<file path="src/rtl/logic_gate_unit_if.sv">
// Operand/result handshake bundle for logic_gate_unit.
// master drives operands and consumes results; slave is the unit itself.
interface logic_gate_unit_if #(parameter int WIDTH = 8);
   logic             in_valid;
   logic             in_ready;
   logic [2:0]       op;
   logic [WIDTH-1:0] A;
   logic [WIDTH-1:0] B;
   logic [WIDTH-1:0] F;
   logic             out_valid;
   logic             out_ready;

   modport master (
      output in_valid, op, A, B, out_ready,
      input  in_ready, F, out_valid
   );

   modport slave (
      input  in_valid, op, A, B, out_ready,
      output in_ready, F, out_valid
   );
endinterface

</file>
<file path="src/rtl/logic_gate_unit.sv">
// Pipelined WIDTH-bit logic unit (8 ops) with one output register stage and a
// built-in 32-vector truth-table sweep that captures a signature for self-test.
module logic_gate_unit #(
   parameter int WIDTH = 8
) (
   input  logic                clk,
   input  logic                rst,
   logic_gate_unit_if.slave    bus,
   input  logic                sweep_start,
   output logic                sweep_busy,
   output logic                sweep_done,
   output logic                sweep_fail,
   output logic [31:0]         signature
);

   typedef enum logic [1:0] {IDLE, SWEEP, DONE} state_t;

   state_t           state;
   state_t           state_nxt;
   logic [4:0]       cnt;
   logic             accept;
   logic [WIDTH-1:0] sweep_res;

   function automatic logic [WIDTH-1:0] eval(input logic [2:0] f,
                                             input logic [WIDTH-1:0] a,
                                             input logic [WIDTH-1:0] b);
      case (f)
         3'd0:    eval = a & b;
         3'd1:    eval = ~(a & b);
         3'd2:    eval = a | b;
         3'd3:    eval = ~(a | b);
         3'd4:    eval = a ^ b;
         3'd5:    eval = ~(a ^ b);
         3'd6:    eval = ~a;
         default: eval = a;
      endcase
   endfunction

   // Sweep has priority over a coincident beat, so a pending start blocks in_ready.
   assign bus.in_ready = (state == IDLE) && !sweep_start && (!bus.out_valid || bus.out_ready);
   assign accept       = bus.in_valid && bus.in_ready;
   assign sweep_busy   = (state == SWEEP);
   assign sweep_done   = (state == DONE);
   assign sweep_res    = eval(cnt[4:2], {WIDTH{cnt[1]}}, {WIDTH{cnt[0]}});

   always_ff @(posedge clk or posedge rst) begin
      if (rst) state <= IDLE;
      else     state <= state_nxt;
   end

   always_comb begin
      state_nxt = state;
      case (state)
         IDLE:    if (sweep_start && !bus.out_valid) state_nxt = SWEEP;
         SWEEP:   if (cnt == 5'd31) state_nxt = DONE;
         DONE:    state_nxt = IDLE;
         default: state_nxt = IDLE;
      endcase
   end

   always_ff @(posedge clk or posedge rst) begin
      if (rst) begin
         bus.F         <= '0;
         bus.out_valid <= 1'b0;
      end else if (accept) begin
         bus.F         <= eval(bus.op, bus.A, bus.B);
         bus.out_valid <= 1'b1;
      end else if (bus.out_ready) begin
         bus.out_valid <= 1'b0;
      end
   end

   // Signature bit index 4*op + {a,b} is simply cnt, since cnt = {op, a, b}.
   always_ff @(posedge clk or posedge rst) begin
      if (rst) begin
         cnt        <= '0;
         signature  <= '0;
         sweep_fail <= 1'b0;
      end else if (state == IDLE && state_nxt == SWEEP) begin
         cnt        <= '0;
         signature  <= '0;
         sweep_fail <= 1'b0;
      end else if (state == SWEEP) begin
         signature[cnt] <= sweep_res[0];
         sweep_fail     <= sweep_fail | (sweep_res != {WIDTH{sweep_res[0]}});
         cnt            <= cnt + 5'd1;
      end
   end

endmodule

</file>
<file path="src/flat_wrapper.sv">
// flat-port wrapper written by rule: the top's interface ports become plain ports
module logic_gate_unit_flat 
#(
   parameter int WIDTH = 8
)
  (clk, rst, sweep_start, sweep_busy, sweep_done, sweep_fail, signature, bus_in_valid, bus_op, bus_A, bus_B, bus_out_ready, bus_in_ready, bus_F, bus_out_valid);
  logic_gate_unit_if #(.WIDTH(WIDTH)) bus_i ();
  input  logic clk;
  input  logic rst;
  input  logic sweep_start;
  output logic sweep_busy;
  output logic sweep_done;
  output logic sweep_fail;
  output logic [31:0] signature;
  input wire logic [$bits(bus_i.in_valid)-1:0] bus_in_valid;
  input wire logic [$bits(bus_i.op)-1:0] bus_op;
  input wire logic [$bits(bus_i.A)-1:0] bus_A;
  input wire logic [$bits(bus_i.B)-1:0] bus_B;
  input wire logic [$bits(bus_i.out_ready)-1:0] bus_out_ready;
  output wire logic [$bits(bus_i.in_ready)-1:0] bus_in_ready;
  output wire logic [$bits(bus_i.F)-1:0] bus_F;
  output wire logic [$bits(bus_i.out_valid)-1:0] bus_out_valid;
  assign bus_i.in_valid = bus_in_valid;
  assign bus_i.op = bus_op;
  assign bus_i.A = bus_A;
  assign bus_i.B = bus_B;
  assign bus_i.out_ready = bus_out_ready;
  assign bus_in_ready = bus_i.in_ready;
  assign bus_F = bus_i.F;
  assign bus_out_valid = bus_i.out_valid;
  logic_gate_unit #(.WIDTH(WIDTH)) u_core (.clk(clk), .rst(rst), .bus(bus_i), .sweep_start(sweep_start), .sweep_busy(sweep_busy), .sweep_done(sweep_done), .sweep_fail(sweep_fail), .signature(signature));
endmodule
</file>
<file path="config.mk">
export PLATFORM = sky130hd
export DESIGN_NAME = logic_gate_unit_flat
export DESIGN_NICKNAME = d
export VERILOG_FILES = /design/src/rtl/logic_gate_unit_if.sv /design/src/rtl/logic_gate_unit.sv /design/src/flat_wrapper.sv
export SDC_FILE = /design/constraint.sdc
export NUM_CORES = 1
export LEC_CHECK = 0
export ABC_AREA = 1
export BUFFER_PORTS_ARGS = -buffer_cell sky130_fd_sc_hd__buf_4
export CAP_MARGIN = 20
export CORE_MARGIN = 4
export CORE_UTILIZATION = 50
export CTS_CLUSTER_DIAMETER = 80
export CTS_CLUSTER_SIZE = 12
export DETAILED_ROUTE_END_ITERATION = 6
export PLACE_DENSITY = 0.88
export REMOVE_ABC_BUFFERS = 1
export SLEW_MARGIN = 20
export SYNTH_ARGS = -nofsm -noshare
export SYNTH_HDL_FRONTEND = slang
export SYNTH_SLANG_ARGS = --single-unit
</file>
<file path="constraint.sdc">
create_clock -name clk -period 1.5 [get_ports clk]
set_input_delay 0.15 -clock clk [delete_from_list [all_inputs] [get_ports clk]]
set_output_delay 0.15 -clock clk [all_outputs]
set_load 0.05 [all_outputs]
</file>
# After elaboration in Yosys (flattened, before gate mapping)
# Cells that the tools add are included.
# word_totals
ff_bits	49
latch_bits	0
ram_bits	0
romBits	0
inputBits	24
out_inout_bits	45
word_cells	71
mem_count	0
# classes
add_sub_neg	1
mul	0
div_mod_pow	0
order_cmp	2
eq_ne	17
shift	0
mux	16
bitwise_logic	15
reduce_logical	14
# ops
op	count
one-hot mux 8 bit (7 select lines)	2
two-way mux 32 bit	2
NOT 8 bit	8
bitwise mux 32 bit	1
equality test 3 bit, second input constant	6
AND 8 bit	2
OR 8 bit	2
XOR 8 bit	2
equality test 3 x 2 -> 1 bit, second input constant	4
two-way mux 5 bit	2
inequality test 7 bit	1
equality test 3 x 1 -> 1 bit, second input constant	2
logical AND 1 bit	6
logical NOT 3 bit	2
less-than comparator 5 x 6 -> 1 bit, second input constant	1
adder 5 x 1 -> 5 bit, second input constant	1
demux 1 bit (select 5 bit)	1
equality test 5 bit, second input constant	1
>= comparator 5 x 1 -> 1 bit, second input constant	1
two-way mux 1 bit	5
equality test 2 x 1 -> 1 bit, second input constant	2
two-way mux 2 bit	2
one-hot mux 2 bit (2 select lines)	1
nonzero test 2 bit	2
other kinds (5)	6

# Logic depth before layout (Yosys ltp)
# depth
depth_word	7
depth_mapped	10
mapped_depth_nobuf	9

# Worst setup path after synthesis
# OpenSTA, ideal clock, no wires.
# synth_timing
path_type	flip-flop to flip-flop
start	register u_core.bus.out_valid
end	register u_core.bus.F[5]
setup_time_ns	0.066
arrival_ns	1.802
t_required_ns	1.434
slack_ns	-0.368
path_stages_with_launch	9
path_buffers	1
synth_period_minus_slack_ns	1.868
path_cell_list	dfrtp_1 > inv_1 > nor2_1 > nor3_4 > nand2_2 > buf_2 > a21oi_1 > nand2_1 > nand2_1
# synth_via
elab_chain_len	4
# synth_lines
item	line	source
start: declaration	logic_gate_unit_if.sv:20	output in_ready, F, out_valid
start signal: assignment	logic_gate_unit.sv:64	bus.out_valid <= 1'b0;
start signal: assignment	logic_gate_unit.sv:67	bus.out_valid <= 1'b1;
start signal: assignment	logic_gate_unit.sv:69	bus.out_valid <= 1'b0;
logical NOT 1 bit	logic_gate_unit.sv:40	assign bus.in_ready = (state == IDLE) && !sweep_start && (!bus.out_valid || bus.out_ready);
logical OR 1 bit	logic_gate_unit.sv:40	
logical AND 1 bit	logic_gate_unit.sv:40	
via bus_in_ready	flat_wrapper.sv:20	output wire logic [$bits(bus_i.in_ready)-1:0] bus_in_ready;
logical AND 1 bit	logic_gate_unit.sv:41	assign accept = bus.in_valid && bus.in_ready;
end signal: assignment	logic_gate_unit.sv:66	bus.F <= eval(bus.op, bus.A, bus.B);
end: declaration	logic_gate_unit_if.sv:20	
# The timed path passes the listed nets, and every way through them passes these cells.
# A chain may end at the register's enable or synchronous reset.

# Worst setup path in the final report
# layout_timing
start	register u_core.cnt[3]
end	register u_core.signature[0]
# layout_via
elab_chain_len	7
word_cells_on_any_way	22
classes_between	order compare: 2; eq/ne: 8; mux: 8; reduce/logical: 4
# layout_lines
item	line	source
start: declaration	logic_gate_unit.sv:20	logic [4:0] cnt;
start signal: assignment	logic_gate_unit.sv:86	cnt <= cnt + 5'd1;
less-than comparator 5 x 6 -> 1 bit (implied by the code) / >= comparator 5 x 1 -> 1 bit (equally long branches)	logic_gate_unit.sv:84	signature[cnt] <= sweep_res[0];
logical AND 1 bit (implied by the code)	logic_gate_unit.sv:84	
two-way mux 1 bit (implied by the code)	logic_gate_unit.sv:84	
demux 1 bit (select 5 bit)	--	
bitwise mux 32 bit	logic_gate_unit.sv:84	
two-way mux 32 bit	logic_gate_unit.sv:83	end else if (state == SWEEP) begin
two-way mux 32 bit	logic_gate_unit.sv:79	end else if (state == IDLE && state_nxt == SWEEP) begin
end signal: indexed assignment	logic_gate_unit.sv:84	
end: declaration	logic_gate_unit.sv:13	output logic [31:0] signature
# Several ways; a longest one is shown, not always the timed one. The select of a mux whose other input is x is not followed.

==> key figures <==
Setup path
  – Start-to-end type of the worst setup path: reg2reg
  – Delay contributed by the slowest stage of the critical path: roughly 0.48 ns
  – Signal arrival time at the worst endpoint: between 1.5 and 2 ns
  – Critical Path Source Type: flop
  – Critical path cell sequence: inv_2 > nor2_2 > nand3_2 > nand2_2 > nor2_4 > nand2_2 > nand2_4 > buf_12 > a21oi_4
  – Endpoint type of the worst setup path: flop
  – Highest net fanout along the worst path: 6
  – Most used cell, CP: sky130_fd_sc_hd__nand2_2
  – Cell family with the largest share of critical-path delay: simple AND/OR/NAND/NOR gates
  – Count of buffering cells on the critical path with inverters included: 2
  – Critical Path RT: 1.74 ns
  – Slowest library cell on the worst path: sky130_fd_sc_hd__dfrtp_1

Worst hold path
  – Min-Delay Path Class: in2reg

Place
  – RePlAce Congestion: between 0.8 and 0.9
  – Total of buffers placed on input and output ports: 67
  – Standard cell area after detailed placement: 4073 sq um
  – Half-perimeter wire length after placement: 6361 microns

Cells and area
  – Utilization of the core after routing: 0.6998
  – Most frequent standard cell in the layout excluding fill and tap cells: sky130_fd_sc_hd__buf_4
  – Design area: 4418 sq um
  – Most frequent cells in the layout: sky130_fd_sc_hd__buf_4, sky130_fd_sc_hd__nor2_1, sky130_fd_sc_hd__nand2_1
  – Number of nets in the layout: 556
  – Layout cells sized above 1: 0.3652
  – Area growth, synth to finish: 36.49%
  – Ant diodes: 0

Logic synthesis
  – Dominant cells by area after synthesis: sky130_fd_sc_hd__dfrtp_1, sky130_fd_sc_hd__a21oi_4, sky130_fd_sc_hd__nor2_1, sky130_fd_sc_hd__ha_1, sky130_fd_sc_hd__nand2_1
  – Post-synth top flop: sky130_fd_sc_hd__dfrtp_1
  – Synthesized netlist cell count: between 400 and 500
  – Share of the synthesized area in the top cell type: 0.3711
  – Number of different library cells in the post-synthesis netlist: 29
  – Async set or reset register ratio after synthesis: 1.000
  – Synthesis-stage register bit count: 48
  – Warnings from Yosys: 0
  – Post-synth top area cell: sky130_fd_sc_hd__dfrtp_1
  – Count of flip-flops with a built-in enable after synthesis: 0
  – Average size of a mapped cell: between 8 and 9 sq um
  – Post-synth design cell area: between 3000 and 4000 sq um
  – Sequential cell area fraction in the yosys report: 0.3711

Pwr
  – Maximum resistive drop on vdd: about 2.1 mV
  – Pwr Density: ~2400 nW/um^2
  – Cell leakage power: between 0.002 and 0.0025 uW

STA
  – Worst clock skew: approximately 0.017 ns
  – Min Clock Period, post-route: approximately 1.6 ns
  – Share of the cycle needed by the critical path after routing: 1.051
  – Setup-failing EPs final: 29
  – Final setup slack of the worst path: -0.07712 ns
  – Max Clk Rate: 634.1 MHz
  – Unrepaired setup endpoints after global routing: yes
  – Final count of pins violating max slew: 0
  – Hold Fails Final Rpt: 0

CTS
  – Library cell used as clock root buffer: sky130_fd_sc_hd__clkbuf_8
  – Number of levels the H-tree was split into: 2
  – Clock latency on the worst-skew pair: around 0.31 ns
  – Total clock buffers created by CTS: 5
  – Clock buffer depth: 2
  – Clock tree from TritonCTS: done
  – Clk sinks: 48
  – Clock-pin slew of the registers on the worst-case setup and hold paths: 0.09 ns

Floorplanning
  – FP Rows: 29
  – Initial core utilization: 0.5127
  – Y dimension of the die: about 88 microns
  – Die extent in x: 88.46 microns
  – Core region area: between 6000 and 7000 sq um
  – Total die area: between 7000 and 8000 sq um
  – Ports: approximately 70

Global route
  – Via count of the first global-routing pass: approximately 3,300
  – Antenna violations before repair: 0
  – Total routing usage reported by global routing: 0.2495
  – Pin count of the biggest net entering global routing: around 50
  – Wire length of the first global-routing pass: about 15,000 microns
  – GR Overflow Total: 0

Route
  – Average wire length per cell after detail routing: about 16 microns
  – Starting DRC count in detailed routing: 192
  – Post-detailed-route via-to-cell ratio: roughly 5.5
  – Post-route antenna net violation count: 0
  – Post-Route WL: around 9300 microns
  – Post-route DRC: 0
  – Vias post-DR: about 3,200
  – Iteration count of the initial detailed-routing pass: 5

Run status
  – Result of the run: complete, but fails checks
  – Failing checks: negative setup slack

Flow run
  – Max cap viols: 0
-- cells in the mapped netlist (4+ instances only) --
cell type and count:
sky130_fd_sc_hd__a21oi_1 18, sky130_fd_sc_hd__ha_1 21, sky130_fd_sc_hd__o21ai_0 34, sky130_fd_sc_hd__o22ai_1 5, sky130_fd_sc_hd__nand2_1 69, sky130_fd_sc_hd__a21oi_4 20, sky130_fd_sc_hd__nand2_4 4, sky130_fd_sc_hd__o21ai_1 15
sky130_fd_sc_hd__inv_1 46, sky130_fd_sc_hd__nand2_2 4, sky130_fd_sc_hd__nor2_1 73, sky130_fd_sc_hd__nand3_1 15, sky130_fd_sc_hd__inv_2 6, sky130_fd_sc_hd__dfrtp_1 48
-- per-layer routing --
| metal | vias to the layer above | global-route usage | share of wire |
|---|---|---|---|
| met3 | 32 | 0.03538 | 0.063 |
| met5 | - | 0 | 0 |
| li1 | 1523 | - | - |
| met2 | 158 | 0.4453 | 0.51 |
| met1 | 1517 | 0.2971 | 0.40 |
| met4 | 0 | 0.1113 | 0.032 |
-- flip-flops by register name, indices dropped and copies added, names as in the netlist --
signal	count
u_core.bus.F	8
u_core.bus.out_valid	1
u_core.cnt	5
u_core.signature	32
u_core.state	2
-- worst paths after layout --
check / from / end / slack (ns) / cells past startpoint
max: u_core.cnt[3] / u_core.signature[0] / -0.08 / 9
min: bus_out_ready / u_core.bus.out_valid / 0.04 / 2
max reg2reg: u_core.cnt[3] / u_core.signature[0] / -0.08 / 9
min reg2reg: u_core.bus.F[5] / u_core.bus.F[5] / 0.49 / 2
max in group asynchronous: rst / u_core.cnt[2] / 0.82 / 4
min in group asynchronous: rst / u_core.signature[28] / 0.44 / 4
-- where the power goes --
| part | leakage (uW) | total, uW | internal [uW] | switching, uW |
|---|---|---|---|---|
| logic | 0.00159 | 7180 | 2570 | 4610 |
| registers | 0.000617 | 2310 | 1840 | 470 |
| clock network | 0.0000687 | 1130 | 671 | 456 |
-- cell families (layout without fill, tap and decap cells) --
family	Yosys count	count (layout)	synth area share
AO/OA/AOI/OAI	94	94	0.2192
adder cells (fa/ha/maj)	21	21	0.08117
buffers and inverters	62	171	0.09007
flip-flops	48	48	0.3711
other	1	1	0.001159
AND/OR/NAND/NOR	177	177	0.2373
-- per-stage QoR --
stage	power (uW)	setup slack, ns	setup TNS, ns	hold WS, ns	cells
floorplan	6354	-0.6383	-17.36	0.2464	393
global placement	8452	-0.06858	-1.586	0.2125	573
detailed placement	8624	-0.1678	-3.860	0.2170	573
CTS	10920	-0.08326	-1.886	0.03752	592
global route	11170	-0.1643	-3.945	0.02792	589
finish	10620	-0.07712	-1.650	0.04010	589
-- cell type report --
cell class	count	area (sq um)
fill	493	1896
multi-input combinational	293	1853
sequential	48	1206
timing repair buffer	111	929.6
inverter	52	195.2
tap	77	96.34
clock buffer	5	68.82
clock inverter	3	68.82
-- repair_timing --
item / in CTS / in global routing
cloned: 2 / 0
hold buffers: 1 / 0
endpoints found under the setup margin: 30 / 37
hold endpoints to repair: 48 / 0
gates resized for setup: 34 / 22
pin swaps: 7 / 9
setup buffers: 8 / 2
No activity file was read; power rests on OpenSTA's default activity.
